<file path="src/rtl/fcvt_int_pipe.sv">
// fcvt_int_pipe: three-stage pipelined int32/uint32 to single/double conversion
// with round-to-nearest-even, fflags and NaN-boxing of single-precision results.
`default_nettype none

module fcvt_int_pipe #(
    parameter int LG_ROB = 6,
    parameter int LG_PRF = 7
) (
    input  logic              clk,
    input  logic              reset_n,
    input  logic              i_valid,
    output logic              o_ready,
    input  logic [1:0]        i_op,
    input  logic [63:0]       i_src,
    input  logic [LG_ROB-1:0] i_rob_ptr,
    input  logic [LG_PRF-1:0] i_dst_ptr,
    input  logic              i_flush,
    output logic              o_valid,
    input  logic              i_wb_ready,
    output logic [63:0]       o_data,
    output logic [4:0]        o_fflags,
    output logic [LG_ROB-1:0] o_rob_ptr,
    output logic [LG_PRF-1:0] o_dst_ptr
);

    // A stage may load when it is empty or its content moves on this cycle.
    logic s2_free, s1_free, s0_free;
    logic s0_valid, s1_valid;

    assign s2_free = !o_valid || i_wb_ready;
    assign s1_free = !s1_valid || s2_free;
    assign s0_free = !s0_valid || s1_free;
    assign o_ready = s0_free;

    // S0 inputs: odd ops are unsigned, i_op[1] selects double.
    logic        src_neg;
    logic [31:0] src_mag;

    assign src_neg = !i_op[0] && i_src[31];
    assign src_mag = src_neg ? (~i_src[31:0] + 32'd1) : i_src[31:0];

    logic              s0_dbl, s0_sign;
    logic [31:0]       s0_mag;
    logic [LG_ROB-1:0] s0_rob;
    logic [LG_PRF-1:0] s0_dst;

    // S1 inputs: leading-one position and normalized magnitude.
    logic [4:0]  lead;
    logic [31:0] norm;
    logic        mag_zero;

    always_comb begin
        lead = '0;
        for (int i = 0; i < 32; i++) begin
            if (s0_mag[i]) lead = 5'(i);
        end
    end

    assign norm     = s0_mag << (5'd31 - lead);
    assign mag_zero = ~|s0_mag;

    logic              s1_dbl, s1_sign, s1_zero;
    logic [4:0]        s1_lead;
    logic [31:0]       s1_norm;
    logic [LG_ROB-1:0] s1_rob;
    logic [LG_PRF-1:0] s1_dst;

    // S2 inputs: round and pack. A fraction carry ripples into the exponent field.
    logic        guard, sticky, round_up;
    logic [7:0]  exp_s;
    logic [10:0] exp_d;
    logic [30:0] mag_s;
    logic [31:0] res_s;
    logic [63:0] res_d;
    logic [63:0] next_data;
    logic [4:0]  next_flags;

    assign guard    = s1_norm[7];
    assign sticky   = |s1_norm[6:0];
    assign round_up = guard && (sticky || s1_norm[8]);
    assign exp_s    = 8'd127 + {3'b000, s1_lead};
    assign exp_d    = 11'd1023 + {6'b000000, s1_lead};
    assign mag_s    = {exp_s, s1_norm[30:8]} + {30'd0, round_up};
    assign res_s    = s1_zero ? 32'd0 : {s1_sign, mag_s};
    assign res_d    = s1_zero ? 64'd0 : {s1_sign, exp_d, s1_norm[30:0], 21'd0};

    assign next_data  = s1_dbl ? res_d : {32'hFFFF_FFFF, res_s};
    assign next_flags = s1_dbl ? 5'd0 : {4'd0, guard | sticky};

    always_ff @(posedge clk or negedge reset_n) begin
        if (!reset_n) begin
            s0_valid  <= 1'b0;
            s0_dbl    <= 1'b0;
            s0_sign   <= 1'b0;
            s0_mag    <= '0;
            s0_rob    <= '0;
            s0_dst    <= '0;
            s1_valid  <= 1'b0;
            s1_dbl    <= 1'b0;
            s1_sign   <= 1'b0;
            s1_zero   <= 1'b0;
            s1_lead   <= '0;
            s1_norm   <= '0;
            s1_rob    <= '0;
            s1_dst    <= '0;
            o_valid   <= 1'b0;
            o_data    <= '0;
            o_fflags  <= '0;
            o_rob_ptr <= '0;
            o_dst_ptr <= '0;
        end else begin
            if (i_flush) begin
                s0_valid <= 1'b0;
                s1_valid <= 1'b0;
                o_valid  <= 1'b0;
            end else begin
                if (s0_free) s0_valid <= i_valid;
                if (s1_free) s1_valid <= s0_valid;
                if (s2_free) o_valid  <= s1_valid;
            end

            if (s0_free) begin
                s0_dbl  <= i_op[1];
                s0_sign <= src_neg;
                s0_mag  <= src_mag;
                s0_rob  <= i_rob_ptr;
                s0_dst  <= i_dst_ptr;
            end

            if (s1_free) begin
                s1_dbl  <= s0_dbl;
                s1_sign <= s0_sign;
                s1_zero <= mag_zero;
                s1_lead <= lead;
                s1_norm <= norm;
                s1_rob  <= s0_rob;
                s1_dst  <= s0_dst;
            end

            if (s2_free) begin
                o_data    <= next_data;
                o_fflags  <= next_flags;
                o_rob_ptr <= s1_rob;
                o_dst_ptr <= s1_dst;
            end
        end
    end

    // Upper source half and the implicit one are architecturally ignored.
    logic unused_bits;
    assign unused_bits = ^{i_src[63:32], s1_norm[31]};

endmodule

`default_nettype wire

</file>
<file path="config.mk">
export PLATFORM = sky130hd
export DESIGN_NAME = fcvt_int_pipe
export DESIGN_NICKNAME = d
export VERILOG_FILES = /design/src/rtl/fcvt_int_pipe.sv
export SDC_FILE = /design/constraint.sdc
export NUM_CORES = 1
export LEC_CHECK = 0
export CAP_MARGIN = 20
export CORE_UTILIZATION = 50
export DETAILED_ROUTE_END_ITERATION = 6
export GPL_ROUTABILITY_DRIVEN = 0
export PLACE_DENSITY = 0.76
export REMOVE_ABC_BUFFERS = 1
export SYNTH_ARGS = -nofsm -noshare
export SYNTH_HDL_FRONTEND = slang
export SYNTH_SLANG_ARGS = --single-unit
</file>
<file path="constraint.sdc">
create_clock -name clk -period 5 [get_ports clk]
set_input_delay 0.75 -clock clk [delete_from_list [all_inputs] [get_ports clk]]
set_output_delay 0.75 -clock clk [all_outputs]
set_load 0.1 [all_outputs]
</file>
==> impl_metrics.yaml, run 1 <==
cts:
  cts_sinks: 179
  clockRootBuffer: "clkbuf_16"
  clkTransAtPathRegs_ns: 0.06
  htreeDepth: 4
  ctsHoldBuffers: 0
  numCtsBuffers: 17
  cts.repair.resized: 0
  clk_latency_ns: 0.43
  cts_tree: "yes"
  cts_buffer_depth: 2
  cts_setup_buffers: 0
timing:
  finalCriticalPeriod_ns: 3.695
  drv_slew: 0
  finalCritPeriodShare_pct: 73.90
  whs_ns: 0.4296
  finalHoldViolations: 0
  skew_ns: 0.008546
  worst_slack_ns: 1.305
  max_freq_mhz: 270.7
  worst_pin_slew_ns: 1.083
  rsz0062_at_grt: "false"
  slew_headroom_pct: 27.65
  setup-violations-final: 0
floorplan:
  dieArea_mm2: 0.02068
  num_io_pins: 168
  placementRows: 51
  die_y_um: 143.8
  chipWidth_um: 143.8
  initial_core_util_pct: 51.33
  coreArea_mm2: 0.01959
final_layout:
  utilization_pct: 61.68
  final_area_mm2: 0.01208
  nets: 1292
  antenna_cells: 0
  layout-drive-gt1-share_pct: 9.151
  area_growth_syn_to_layout_pct: 20.17
critical_path:
  crit_path_cell_trace: "or4_1 > o21ai_1 > a31o_2 > and2_1 > nor2_1 > a222oi_1 > nor2_1 > o21ai_1 > a31oi_1"
  end_kind: "flip-flop"
  critical_path_class: "flip-flop to flip-flop"
  critPathSlowestCell: "a222oi_1"
  critPathArrivalTime_ns: 3.99
  startpoint_type: "flip-flop"
  worstPathMaxFanout: 25
  cp_data_required_time_ns: 5.29
  slowest_delay_ns: 0.88
drt:
  drt_iter0_drc: 604
  firstDrtPassIters: 5
  drcViolationCount: 0
  vias: 8615
  via_per_inst: 5.829
  routed_wl_um: 25290
  wire_per_inst_um: 17.11
  ant_nets: 0
global_route:
  grt_overflow: 0
  grtUsageTotal_pct: 25.53
  grt_pass1_vias: 8167
  grt_max_degree: 108
  grt_pass1_wl_um: 41610
  antenna_found_initial: 0
logic_synthesis:
  synthTopCellsByCount: "dfrtp_1 (179), nand2_1 (179), nor2_1 (111)"
  synth-async-reset-ratio_pct: 100.0
  synth_edf_count: 0
  ys_ff_latch: 179
  synth_area_mm2: 0.01005
  avgSynthCellArea_um2: 9.091
  ys_types: 78
  netlist.area_leader.share_pct: 44.55
  synth_area_leaders: "dfrtp_1 (45%), nand2_1 (6.7%), mux2i_1 (4.4%), mux2_2 (4.3%), nor2_1 (4.1%)"
  ys.warnings.count: 0
  yosys.area.top_type: "dfrtp_1"
  yosys_most_used_dff: "dfrtp_1"
  synthCells: 1106
  yosysSeqAreaShare_pct: 44.55
min_path:
  min_path_type: "input pin to async pin"
place:
  post-dp-hpwl_um: 17950
  placed_area_mm2: 0.01154
  port_buffers: 131
  preCtsSetupSlack_ns: 1.359
status:
  outcome: "completed"
job:
  maxCapViolations: 0
power_and_ir_drop:
  cellLeakagePower_nw: 5.058
  vdd_drop_max_v: 0.0002169
  power.density_mw_per_mm2: 402.6
[power breakdown]
group	switching, mW	internal, mW	total (mW)
sequential	0.226	1.65	1.88
combinational	1.21	0.524	1.74
clock	0.553	0.697	1.25
[through the flow]
step / std cells / power (mW) / setup TNS [ns]
final: 1478 / 4.864 / 0
after global routing: 1478 / 5.055 / 0
after CTS: 1478 / 4.872 / 0
after detailed placement: 1448 / 3.621 / 0
after global placement: 1448 / 3.589 / 0
after floorplan: 1037 / 3.114 / -79.46
[cell type report]
cell class,count,area [um2]
Clock buffer,23,498.0
Clock inverter,7,48.80
Fill cell,1706,7507
Inverter,24,90.09
Multi-Input combinational cell,834,5200
Sequential cell,179,4479
Tap cell,265,331.6
Timing Repair Buffer,146,1435
[worst paths after layout]
kind                              start  slack, ns  cells past startpoint      endpoint
setup / recovery             s0_mag[21]       1.31                      9   s1_norm[29]
hold / removal                  reset_n       0.43                      1    o_data[59]
setup reg to reg             s0_mag[21]       1.31                      9   s1_norm[29]
hold reg to reg            o_rob_ptr[1]       0.46                      2  o_rob_ptr[1]
max in group asynchronous       reset_n       3.47                      2   s1_norm[14]
min in group clk           o_rob_ptr[1]       0.46                      2  o_rob_ptr[1]
[state kept, by name, indices dropped and copies added, names as in the netlist, 6 cells and up]
name       count
o_data        63
s0_mag        32
s1_norm       31
o_dst_ptr      7
s0_dst         7
s1_dst         7
o_rob_ptr      6
s0_rob         6
s1_rob         6
[cell usage in the layout, fill, tap and decap left out, types with 5 or more instances in the layout]
cell type        count
a21oi_1             63
buf_4               15
o21ai_0             58
o31ai_1             10
mux2_2              38
o21ai_1              5
dfrtp_1            179
mux2i_1             44
inv_1               23
clkdlybuf4s50_1    129
o221ai_1             7
nor3_1              16
a22oi_1              6
clkbuf_16           17
nand2b_1            31
a22o_1              14
o211ai_1            15
xnor2_1             28
a31oi_1             25
and2_1               8
xor2_1              29
nor4_1              13
nand4_1              7
o22ai_1              5
nor2_1             111
nand2_1            178
ha_1                 6
or4_1                5
nand3_1             19
clkbuf_8             5
or3_1                5
o21a_1              12
[kinds of logic (layout without fill, tap and decap cells)]
logic type / count (synthesis) / count (layout) / share of synthesized area [%]
compound gates: 263 / 263 / 17.45
xor+xnor: 57 / 57 / 4.965
fa+ha+maj: 6 / 6 / 0.7466
buf+inv: 96 / 200 / 4.044
flops: 179 / 179 / 44.55
mux: 85 / 85 / 9.109
other cells: 1 / 4 / 0.03730
simple gates: 419 / 419 / 19.10
[metal layers]
metal,routed length [um],vias up,track usage [%]
met5,0,-,0
met1,11270,4179,34.52
met3,1397,44,4.532
met4,535,0,8.063
li1,-,4095,-
met2,12090,297,41.54
[critical path: cells and delay by family (launching register included)]
kind            cells  cell delay [ns]
simple gates        4             1.53
compound gates      5             1.53
flops               1             0.47
Power figures use the tool's default switching activity.
==> inputs of run 2 (changes only) <==
CORE_UTILIZATION = 49   (was 50)
PLACE_DENSITY = 0.77   (was 0.76)
clock period = 3.1 ns   (was 5 ns; I/O delays follow)
==> impl_metrics.yaml, run 2 (same netlist as run 1, synthesis figures left out) <==
global_route:
  grtUsageMet3_pct: 4.308
  grtUsageTotal_pct: 26.15
  grt_max_degree: 65
  grt_pass1_wl_um: 44490
  grt_overflow: 0
  use_met2_pct: 42.96
  antenna_found_initial: 0
  grt_use_met1_pct: 34.86
  grt_pass1_vias: 8666
  top_usage_layer: "met2"
drt:
  ant_nets: 0
  firstDrtPassIters: 5
  wire_per_inst_um: 17.20
  vias: 8924
  drt_iter0_drc: 690
  via_per_inst: 5.776
  routed_wl_um: 26580
  drcViolationCount: 0
final_layout:
  regMostFlops: "o_data"
  instances_no_fill: 1545
  layout-drive-gt1-share_pct: 20.55
  mostFrequentLayoutCell: "nand2_1"
  largestRegisters: "o_data x63, s0_mag x32, s1_norm x31"
  nFillCells: 1704
  final_cell_mix: "nand2_1 (178), dfrtp_1 (176), buf_4 (149), nor2_1 (110), a21oi_1 (63)"
  area_growth_syn_to_layout_pct: 24.29
  largest_reg_flops: 63
  antenna_cells: 0
  nets: 1353
  final_area_mm2: 0.01250
cts:
  cts_tree: "yes"
  cts_buffer_depth: 2
  clk_latency_ns: 0.44
  clkTransAtPathRegs_ns: 0.07
  clockRootBuffer: "clkbuf_16"
  htreeDepth: 4
  numCtsBuffers: 17
  ctsHoldBuffers: 0
  cts_sinks: 179
critical_path:
  worstPathMaxFanout: 18
  critical_path_class: "flip-flop to flip-flop"
  critPathSlowestCell: "mux4_2"
  cpLargestDelayFamily: "compound AO/OA/AOI/OAI gates"
  crit_buf_inv: 1
  cp_data_required_time_ns: 3.41
  crit_path_cell_trace: "or3_1 > o21a_2 > a211oi_4 > buf_12 > mux4_2 > and2_0 > a211o_1 > o211ai_2 > a21oi_1"
  critPathArrivalTime_ns: 3.32
  slowest_delay_ns: 0.59
  end_kind: "flip-flop"
  startpoint_type: "flip-flop"
timing:
  drv_slew: 0
  rsz0062_at_grt: "true"
  skew_ns: 0.005951
  slew_headroom_pct: 44.26
  max_freq_mhz: 331.6
  finalHoldViolations: 0
  worst_slack_ns: 0.08407
  whs_ns: 0.008146
  worst_pin_slew_ns: 0.8361
  finalCritPeriodShare_pct: 97.29
  finalCriticalPeriod_ns: 3.016
  setup-violations-final: 0
floorplan:
  num_io_pins: 168
  dieArea_mm2: 0.02110
  initial_core_util_pct: 49.85
  placementRows: 52
  chipWidth_um: 145.2
  coreArea_mm2: 0.02017
  die_y_um: 145.2
power_and_ir_drop:
  power.density_mw_per_mm2: 644.8
  total_power_mw: 8.058
  cellLeakagePower_nw: 5.455
  vdd_drop_max_v: 0.0003946
min_path:
  min_path_type: "input pin to async pin"
place:
  placed_area_mm2: 0.01187
  preCtsSetupSlack_ns: 0.02897
  post-dp-hpwl_um: 19390
  placed_cells: 1513
  port_buffers: 131
job:
  maxCapViolations: 0
status:
  outcome: "completed"
## run 2: layout make-up
class / count / area (um2) / area share (%)
flip-flops and latches: 179 / 4483 / 35.87
well taps: 270 / 337.8 / 2.703
clock buffers: 22 / 494.2 / 3.955
inverters: 24 / 90.09 / 0.7209
multi-input cells: 834 / 5226 / 41.82
clock inverters: 9 / 95.09 / 0.7609
repair buffers: 207 / 1770 / 14.17
## run 2: timing repair
action	4_1_cts	5_1_grt
buffers inserted	0	1
gates resized for setup	0	10
setup endpoints to repair	0	5
## run 2: through the flow
stage / setup TNS, ns / util (%)
floorplan: -261.61 / -
global placement: 0 / 58.85
detailed placement: 0 / 58.85
CTS: 0 / 61.77
global route: -0.006040 / 61.96
finish: 0 / 61.96
## run 2: worst paths after layout
kind	from	endpoint	slack (ns)	cells past startpoint
hold / removal	reset_n	o_dst_ptr[2]	0.008	1
max in group asynchronous	reset_n	o_data[12]	2.23	2
setup / recovery	s0_mag[24]	s1_norm[28]	0.08	9
min in group clk	o_rob_ptr[4]	o_rob_ptr[4]	0.47	2
hold reg to reg	o_rob_ptr[4]	o_rob_ptr[4]	0.47	2
setup reg to reg	s0_mag[24]	s1_norm[28]	0.08	9
## run 2: where the power goes
part,internal (mW),switching [mW]
combinational,0.878,2.00
clock,1.22,0.935
sequential,2.66,0.359
## run 2: layer usage
metal | part of all wire (%) | wire length, um | up-vias
met5 | 0 | 0 | -
met4 | 2.2 | 587 | 0
met3 | 6.0 | 1605 | 51
met2 | 49 | 12920 | 347
met1 | 43 | 11460 | 4315
li1 | - | - | 4211
==> inputs of run 3 (changes only) <==
CELL_PAD_IN_SITES_DETAIL_PLACEMENT = 0   (was unset)
CELL_PAD_IN_SITES_GLOBAL_PLACEMENT = 1   (was unset)
CORE_UTILIZATION = 37   (was 49)
PLACE_DENSITY = unset   (was 0.77)
PLACE_DENSITY_LB_ADDON = 0.1   (was unset)
==> impl_metrics.yaml, run 3 (same netlist as run 1, synthesis figures left out) <==
status:
  outcome: "completed"
timing:
  worst_pin_slew_ns: 0.8211
  skew_ns: 0.01533
  finalHoldViolations: 0
  finalCritPeriodShare_pct: 96.19
  tns_ns: 0
  slew_headroom_pct: 45.26
  drv_slew: 0
  setup-violations-final: 0
  finalCriticalPeriod_ns: 2.982
  rsz0062_at_grt: "true"
  max_freq_mhz: 335.4
  whs_ns: 0.01237
min_path:
  min_path_type: "input pin to async pin"
cts:
  ctsHoldBuffers: 0
  clkTransAtPathRegs_ns: 0.08
  numCtsBuffers: 17
  clockRootBuffer: "clkbuf_16"
  cts_buffer_depth: 2
  cts_tree: "yes"
  htreeDepth: 4
  clk_latency_ns: 0.44
  cts_sinks: 179
critical_path:
  startpoint_type: "flip-flop"
  crit_path_cell_trace: "or3_1 > o21a_1 > a211oi_4 > buf_4 > mux2i_2 > mux2i_1 > mux2_2 > a221oi_1 > a21oi_1"
  slowest_delay_ns: 0.45
  worstPathMaxFanout: 15
  critical_path_class: "flip-flop to flip-flop"
  end_kind: "flip-flop"
  cp_data_required_time_ns: 3.40
  crit_buf_inv: 1
  critPathArrivalTime_ns: 3.28
  cpLargestDelayFamily: "compound AO/OA/AOI/OAI gates"
  critPathSlowestCell: "dfrtp_1"
final_layout:
  largestRegisters: "o_data x63, s0_mag x32, s1_norm x31"
  nets: 1376
  layout-drive-gt1-share_pct: 21.80
  final_cell_mix: "dfrtp_1 (179), nand2_1 (178), buf_4 (174), nor2_1 (110), a21oi_1 (62)"
  mostFrequentLayoutCell: "dfrtp_1"
  antenna_cells: 0
  regMostFlops: "o_data"
  largest_reg_flops: 63
  area_growth_syn_to_layout_pct: 26.49
global_route:
  grt_overflow: 0
  grtUsageTotal_pct: 20.63
  grt_pass1_wl_um: 45720
  grt_max_degree: 124
  top_usage_layer: "met2"
  antenna_found_initial: 0
  grtUsageMet3_pct: 2.590
  grt_use_met1_pct: 28.71
  use_met2_pct: 33.78
  grt_pass1_vias: 8373
drt:
  drt_iter0_drc: 652
  ant_nets: 0
  via_per_inst: 5.259
  vias: 8588
  wire_per_inst_um: 17.07
  drcViolationCount: 0
  routed_wl_um: 27880
  firstDrtPassIters: 5
power_and_ir_drop:
  vdd_drop_max_v: 0.0003035
  total_power_mw: 8.147
  cellLeakagePower_nw: 5.565
  power.density_mw_per_mm2: 640.6
floorplan:
  coreArea_mm2: 0.02635
  chipWidth_um: 166.8
  initial_core_util_pct: 38.15
  die_y_um: 166.8
  dieArea_mm2: 0.02784
  num_io_pins: 168
  placementRows: 59
place:
  post-dp-hpwl_um: 20660
  port_buffers: 131
job:
  maxCapViolations: 0
==> run 3: path summary, 6_finish.rpt <==
path	from	end	slack [ns]	depth (start not counted)
max	s0_mag[24]	s1_norm[28]	0.12	9
min	reset_n	o_data[36]	0.01	2
max reg2reg	s0_mag[24]	s1_norm[28]	0.12	9
min reg2reg	o_rob_ptr[2]	o_rob_ptr[2]	0.47	2
max in group asynchronous	reset_n	s0_mag[1]	2.40	2
min in group clk	o_rob_ptr[2]	o_rob_ptr[2]	0.47	2
==> run 3: metrics by stage <==
| stage | cell area (um2) | cells | setup slack (ns) | util, % |
|---|---|---|---|---|
| 6_report | 12720 | 1633 | 0.1181 | 48.26 |
| 2_1_floorplan | 9749 | 1037 | -3.678 | - |
| 4_1_cts | 12690 | 1632 | 0.03226 | 48.14 |
| 3_3_place_gp | 12100 | 1601 | 0.02096 | 45.91 |
| 3_5_place_dp | 12100 | 1601 | 0.01645 | 45.91 |
| 5_1_grt | 12720 | 1633 | -0.01172 | 48.26 |
==> run 3: worst reg2reg max path, delay by kind of cell (launching register included) <==
family / cells / cell delay [ns]
multiplexers: 3 / 0.78
AND/OR/NAND/NOR: 1 / 0.42
buffers and inverters: 1 / 0.29
flip-flops: 1 / 0.45
AO/OA/AOI/OAI: 4 / 0.91
==> run 3: metal layers <==
metal  part of all wire, %  wire length, um
met1                    48            13510
met2                    48            13270
met3                   2.8              779
met4                   1.1              319
met5                     0                0
==> run 3: what timing repair did <==
action                                  in CTS  in global routing
resized for setup                            0                  6
hold endpoints to repair                     0                  0
endpoints found under the setup margin       0                 15
buffers inserted                             0                  1
==> run 3: power by group <==
group / internal, mW / switching, mW
Sequential: 2.66 / 0.340
Combinational: 0.923 / 2.02
Clock: 1.15 / 1.06
Total: 4.73 / 3.42
==> run 3: final cells by class <==
type / instances / area, um2
Timing Repair Buffer: 230 / 1918
Fill cell: 2640 / 13640
Multi-Input combinational cell: 834 / 5225
Tap cell: 335 / 419.2
Sequential cell: 179 / 4479
Inverter: 24 / 90.09
Clock buffer: 17 / 425.4
Clock inverter: 14 / 161.4
